--- config.mk ---
export PLATFORM = sky130hd
export DESIGN_NAME = qed_dup_issue_flat
export DESIGN_NICKNAME = d
export VERILOG_FILES = /design/src/rtl/qed_dup_issue_if.sv /design/src/rtl/qed_dup_issue.sv /design/src/flat_wrapper.sv
export SDC_FILE = /design/constraint.sdc
export NUM_CORES = 1
export LEC_CHECK = 0
export CORE_MARGIN = 10
export CORE_UTILIZATION = 40
export CTS_CLUSTER_DIAMETER = 200
export CTS_CLUSTER_SIZE = 12
export DETAILED_ROUTE_END_ITERATION = 6
export PLACE_DENSITY = 0.54
export SLEW_MARGIN = 25
export SYNTH_ARGS = -nofsm -noshare
export SYNTH_HDL_FRONTEND = slang
export SYNTH_SLANG_ARGS = --single-unit
export TNS_END_PERCENT = 1
--- constraint.sdc ---
create_clock -name clk -period 5.8 [get_ports clk]
set_input_delay 1.74 -clock clk [delete_from_list [all_inputs] [get_ports clk]]
set_output_delay 1.74 -clock clk [all_outputs]
set_load 0.02 [all_outputs]
--- src/rtl/qed_dup_issue_if.sv ---
// Bundle of the instruction-in / instruction-out signals of the duplicating issue stage.
// master drives the candidate instruction and controls; slave is the issue stage itself.
interface qed_dup_issue_if #(
    parameter int DEPTH = 16
);
    localparam int CNT_W = $clog2(DEPTH) + 1;

    logic [31:0]      ifu_qed_instruction;
    logic             exec_dup;
    logic             stall_IF;
    logic [31:0]      qed_ifu_instruction;
    logic             vld_out;
    logic             qed_ready;
    logic             fifo_full;
    logic             illegal_inst;
    logic [CNT_W-1:0] dbg_count;

    // No valid/ready handshake: an input is consumed at every edge with stall_IF = 0,
    // and qed_ifu_instruction is meaningful exactly when vld_out = 1.
    modport master (
        output ifu_qed_instruction, exec_dup, stall_IF,
        input  qed_ifu_instruction, vld_out, qed_ready, fifo_full, illegal_inst, dbg_count
    );

    modport slave (
        input  ifu_qed_instruction, exec_dup, stall_IF,
        output qed_ifu_instruction, vld_out, qed_ready, fifo_full, illegal_inst, dbg_count
    );
endinterface

--- src/rtl/qed_dup_issue.sv ---
// SQED duplicating issue stage: forwards legal originals while queueing their
// register/memory-remapped duplicates, then replays the duplicates in order.
module qed_dup_issue #(
    parameter int          DEPTH    = 16,
    parameter logic [31:0] NOP_INST = 32'h0000007F
) (
    input  logic           clk,
    input  logic           rst,
    qed_dup_issue_if.slave bus
);
    localparam int PTR_W = $clog2(DEPTH);
    localparam int CNT_W = PTR_W + 1;

    logic [31:0]      inst_q, inst_d;
    logic             vld_q, vld_d;
    logic             illegal_q, illegal_d;
    logic [PTR_W-1:0] wptr_q, wptr_d;
    logic [PTR_W-1:0] rptr_q, rptr_d;
    logic [CNT_W-1:0] count_q, count_d;
    logic [31:0]      mem_q [DEPTH];

    logic [31:0] in_inst;
    logic [6:0]  opcode, funct7;
    logic [2:0]  funct3;
    logic [4:0]  rd, rs1, rs2;
    logic        is_ialu, is_ralu, is_lw, is_sw, is_nop, legal;
    logic        q_empty, q_full, push;
    logic [31:0] dup_inst;

    assign in_inst = bus.ifu_qed_instruction;
    assign opcode  = in_inst[6:0];
    assign rd      = in_inst[11:7];
    assign funct3  = in_inst[14:12];
    assign rs1     = in_inst[19:15];
    assign rs2     = in_inst[24:20];
    assign funct7  = in_inst[31:25];

    // Originals may only touch x0..x15 so their duplicates can own x16..x31.
    always_comb begin
        is_ialu = 1'b0;
        is_ralu = 1'b0;
        if (opcode == 7'b0010011 && !rs1[4] && !rd[4]) begin
            unique case (funct3)
                3'b001:  is_ialu = (funct7 == 7'b0000000);
                3'b101:  is_ialu = (funct7 == 7'b0000000) || (funct7 == 7'b0100000);
                default: is_ialu = 1'b1;
            endcase
        end
        if (opcode == 7'b0110011 && !rs1[4] && !rs2[4] && !rd[4]) begin
            unique case (funct7)
                7'b0000000: is_ralu = 1'b1;
                7'b0100000: is_ralu = (funct3 == 3'b000) || (funct3 == 3'b101);
                7'b0000001: is_ralu = !funct3[2];
                default:    is_ralu = 1'b0;
            endcase
        end
    end

    assign is_lw  = (opcode == 7'b0000011) && (funct3 == 3'b010) && (rs1 == 5'd0) &&
                    (in_inst[31:30] == 2'b00) && !rd[4];
    assign is_sw  = (opcode == 7'b0100011) && (funct3 == 3'b010) && (rs1 == 5'd0) &&
                    (in_inst[31:30] == 2'b00) && !rs2[4];
    assign is_nop = (opcode == 7'b1111111);
    assign legal  = is_ialu || is_ralu || is_lw || is_sw || is_nop;

    // Bit 30 is immediate bit 10: duplicate memory traffic lands 1 KiB above the original.
    always_comb begin
        dup_inst = in_inst;
        if (is_ialu) begin
            dup_inst[19] = 1'b1;
            dup_inst[11] = 1'b1;
        end
        if (is_ralu) begin
            dup_inst[24] = 1'b1;
            dup_inst[19] = 1'b1;
            dup_inst[11] = 1'b1;
        end
        if (is_lw) begin
            dup_inst[30] = 1'b1;
            dup_inst[11] = 1'b1;
        end
        if (is_sw) begin
            dup_inst[30] = 1'b1;
            dup_inst[24] = 1'b1;
        end
    end

    assign q_empty = (count_q == '0);
    assign q_full  = (count_q == CNT_W'(DEPTH));

    always_comb begin
        inst_d    = inst_q;
        vld_d     = vld_q;
        illegal_d = illegal_q;
        wptr_d    = wptr_q;
        rptr_d    = rptr_q;
        count_d   = count_q;
        push      = 1'b0;
        if (!bus.stall_IF) begin
            inst_d    = NOP_INST;
            vld_d     = 1'b0;
            illegal_d = 1'b0;
            if (!bus.exec_dup) begin
                illegal_d = !legal;
                if (legal && !is_nop && !q_full) begin
                    push    = 1'b1;
                    inst_d  = in_inst;
                    vld_d   = 1'b1;
                    wptr_d  = wptr_q + PTR_W'(1);
                    count_d = count_q + CNT_W'(1);
                end
            end else if (!q_empty) begin
                inst_d  = mem_q[rptr_q];
                vld_d   = 1'b1;
                rptr_d  = rptr_q + PTR_W'(1);
                count_d = count_q - CNT_W'(1);
            end
        end
    end

    always_ff @(posedge clk) begin
        if (rst) begin
            inst_q    <= NOP_INST;
            vld_q     <= 1'b0;
            illegal_q <= 1'b0;
            wptr_q    <= '0;
            rptr_q    <= '0;
            count_q   <= '0;
        end else begin
            inst_q    <= inst_d;
            vld_q     <= vld_d;
            illegal_q <= illegal_d;
            wptr_q    <= wptr_d;
            rptr_q    <= rptr_d;
            count_q   <= count_d;
        end
    end

    always_ff @(posedge clk) begin
        if (!rst && push) begin
            mem_q[wptr_q] <= dup_inst;
        end
    end

    assign bus.qed_ifu_instruction = inst_q;
    assign bus.vld_out             = vld_q;
    assign bus.illegal_inst        = illegal_q;
    assign bus.qed_ready           = q_empty;
    assign bus.fifo_full           = q_full;
    assign bus.dbg_count           = count_q;
endmodule

--- src/flat_wrapper.sv ---
// flat-port wrapper written by rule: the top's interface ports become plain ports
module qed_dup_issue_flat 
#(
    parameter int          DEPTH    = 16,
    parameter logic [31:0] NOP_INST = 32'h0000007F
)
  (clk, rst, bus_ifu_qed_instruction, bus_exec_dup, bus_stall_IF, bus_qed_ifu_instruction, bus_vld_out, bus_qed_ready, bus_fifo_full, bus_illegal_inst, bus_dbg_count);
  qed_dup_issue_if #(.DEPTH(DEPTH)) bus_i ();
  input  logic clk;
  input  logic rst;
  input wire logic [$bits(bus_i.ifu_qed_instruction)-1:0] bus_ifu_qed_instruction;
  input wire logic [$bits(bus_i.exec_dup)-1:0] bus_exec_dup;
  input wire logic [$bits(bus_i.stall_IF)-1:0] bus_stall_IF;
  output wire logic [$bits(bus_i.qed_ifu_instruction)-1:0] bus_qed_ifu_instruction;
  output wire logic [$bits(bus_i.vld_out)-1:0] bus_vld_out;
  output wire logic [$bits(bus_i.qed_ready)-1:0] bus_qed_ready;
  output wire logic [$bits(bus_i.fifo_full)-1:0] bus_fifo_full;
  output wire logic [$bits(bus_i.illegal_inst)-1:0] bus_illegal_inst;
  output wire logic [$bits(bus_i.dbg_count)-1:0] bus_dbg_count;
  assign bus_i.ifu_qed_instruction = bus_ifu_qed_instruction;
  assign bus_i.exec_dup = bus_exec_dup;
  assign bus_i.stall_IF = bus_stall_IF;
  assign bus_qed_ifu_instruction = bus_i.qed_ifu_instruction;
  assign bus_vld_out = bus_i.vld_out;
  assign bus_qed_ready = bus_i.qed_ready;
  assign bus_fifo_full = bus_i.fifo_full;
  assign bus_illegal_inst = bus_i.illegal_inst;
  assign bus_dbg_count = bus_i.dbg_count;
  qed_dup_issue #(.DEPTH(DEPTH), .NOP_INST(NOP_INST)) u_core (.clk(clk), .rst(rst), .bus(bus_i));
endmodule
==> flow_summary.ini <==
[clock_tree]
path_clk_slew_ns = 0.06
ctsResizeCount = 0
tritoncts = done
h-tree-depth = 2
cts_buffer_depth = 3
cts-buffers-inserted = 52
cts_setup_buffers = 0
clkSinkCount = 563
root_buffer = clkbuf_16
clk_latency_ns = 0.60
postCtsHoldBufs = 0

[routing]
drt-total-wl_um = 53500
routedWlPerCell_um = 27.9
dr.pass1.iters = 5
postRouteAntennaNets = 0
vias_per_cell = 5.65
drtIter0Drc = 971
drc = 0
num_vias = 10800

[logic_synthesis]
syn-mean-instance-area_um2 = 20.9
synthesis.area_mm2 = 0.0217
synth-edff-count = 512
synth.yosys.seq_area_share_pct = 75.6
syn_inst = 1037
synthArstFlopShare_pct = 0
syn_nets = 1082
synth_warnings = 0
synth-seq-cells = 563
ys_types = 49
synth-main-ff-cell = edfxtp_1

[power_and_ir_drop]
ir_worst_vdd_uv = 210
powerDensity_mw_per_mm2 = 306
p_leak_nw = 7.75

[global_routing]
grt_pass1_vias = 11100
antenna_found_initial = 4
grt_max_degree = 58
grtUsageTotal_pct = 16.8
grt_pass1_wl_um = 77800
overflow = 0

[critical_path]
crit_start = bus_ifu_qed_instruction[31]
arrival_ns = 5.33
path_class = in -> reg
r2r_setup_slack_ns = 2.64
r2r_end = u_core.bus.qed_ifu_instruction[10]$_SDFFE_PP0N_
path_max_fanout = 16
cp.required_ns = 6.07
crit_path_start_kind = input port
critPathCaptureType = flop
r2r_cells = 6

[sta]
final_hold_viol_count = 0
drv_slew = 0
max_freq_ghz = 0.198
relSlewSlack_pct = 31.9
setup_tns_ns = 0
rsz0062_at_grt = false
clock-skew-final_ns = 0.0195
setup_viol = 0
tightest_slew_ns = 1.02
period_minus_slack_ns = 5.06
period_share_pct = 87.2

[die]
die-area_mm2 = 0.0640
core_mm2 = 0.0538
row_count = 85
start_util_pct = 40.3
die_w_um = 253
die_h_um = 253
ios = 77

[run]
maxCapViolCount = 0

[min_path]
min_from = u_core.bus.vld_out$_SDFFE_PP0N_
min_to = u_core.bus.vld_out$_SDFFE_PP0N_
hold_path_depth = 2
min_path_type = reg -> reg

[place]
dp.cells = 1821
portBuffers = 76
dpl.hpwl_um = 34000
gp_congestion = 0.818

[cells_and_area]
stdcell_count = 1919
final_common_cell = edfxtp_1
num_antenna_cells = 0
nets = 1224
most-common-layout-cells = 512 x edfxtp_1, 133 x mux4_2, 76 x clkdlybuf4s50_1
drive_gt1_share_pct = 23.2
syn_to_final_growth_pct = 16.5

[outcome]
outcome = complete, no violations
-- synth_stat cells, types with 8 or more instances --
library cell | number | area [um2]
clkbuf_1 | 36 | 135
inv_1 | 11 | 41.3
nand2b_1 | 8 | 50.1
a211oi_1 | 52 | 390
nand2_1 | 10 | 37.5
mux4_2 | 133 | 3000
dfxtp_1 | 51 | 1020
nor2_1 | 23 | 86.3
buf_2 | 8 | 40.0
nor2b_1 | 28 | 175
a21oi_1 | 20 | 100
a221o_1 | 24 | 240
and3_1 | 16 | 100
buf_1 | 10 | 37.5
edfxtp_1 | 512 | 15400
mux2i_1 | 29 | 290
ha_1 | 8 | 100
-- cell families (layout without fill, tap and decap cells) --
| family | after synthesis | after routing | share of synthesized area [%] |
|---|---|---|---|
| compound gates | 119 | 119 | 4.26 |
| xor+xnor | 9 | 9 | 0.363 |
| fa+ha+maj | 9 | 9 | 0.554 |
| buf+inv | 67 | 253 | 1.24 |
| flops | 563 | 563 | 75.6 |
| mux | 163 | 163 | 15.2 |
| simple gates | 107 | 107 | 2.83 |
-- worst max-delay path: stages --
cell             delay [ns]
clkdlybuf4s50_1        0.62
or4_1                  0.73
nor4_1                 0.54
nand2_1                0.30
a211o_2                0.45
nor2_1                 0.38
and3_2                 0.28
buf_4                  0.27
-- how the worst max path moves through the flow --
stage	cells past startpoint	slack [ns]	end
detailed placement	8	0.23	u_core.mem_q[1][2]$_DFFE_PP_
finish	8	0.74	u_core.mem_q[1][6]$_DFFE_PP_
global route	8	0.64	u_core.mem_q[1][11]$_DFFE_PP_
global placement	8	0.31	u_core.mem_q[6][18]$_DFFE_PP_
CTS	8	0.86	u_core.mem_q[1][15]$_DFFE_PP_
floorplan	6	0.89	u_core.mem_q[3][0]$_DFFE_PP_
-- registers in the layout, indices dropped and copies added (netlist names), named ones only --
register,cells
u_core.wptr_q,4
u_core.bus.illegal_inst,1
u_core.bus.dbg_count,5
u_core.bus.qed_ifu_instruction,32
u_core.bus.vld_out,1
u_core.rptr_q,4
u_core.mem_q,512
-- through the flow --
step / worst slack, ns / power (mW) / util, % / hold WS [ns] / area, um2
after floorplan: 0.888 / 4.54 / - / 0.467 / 21700
after global placement: 0.307 / 4.66 / 44.1 / 0.464 / 23800
after detailed placement: 0.229 / 4.66 / 44.1 / 0.468 / 23800
after CTS: 0.855 / 7.83 / 47.0 / 0.489 / 25300
after global routing: 0.635 / 7.99 / 47.0 / 0.501 / 25300
final: 0.741 / 7.74 / 47.0 / 0.484 / 25300
-- where the power goes --
part / internal, mW / switching [mW]
combinational: 0.0434 / 0.110
sequential: 4.42 / 0.00138
clock: 1.74 / 1.43
total: 6.20 / 1.54
-- layout make-up --
type / count / area, um2
Sequential cell: 563 / 16400
Fill cell: 4474 / 28500
Timing Repair Buffer: 144 / 1370
Tap cell: 696 / 871
Clock inverter: 1 / 16.3
Clock buffer: 97 / 1510
Inverter: 11 / 41.3
Multi-Input combinational cell: 407 / 5060
-- layer usage --
layer / vias to the layer above / wire [um] / GRT usage, %
met1: 5785 / 25600 / 25.5
met2: 341 / 23000 / 23.8
met5: - / 13 / 0
met3: 70 / 3770 / 3.69
li1: 4645 / - / -
met4: 2 / 1060 / 4.63
No activity file was read; power rests on OpenSTA's default activity.
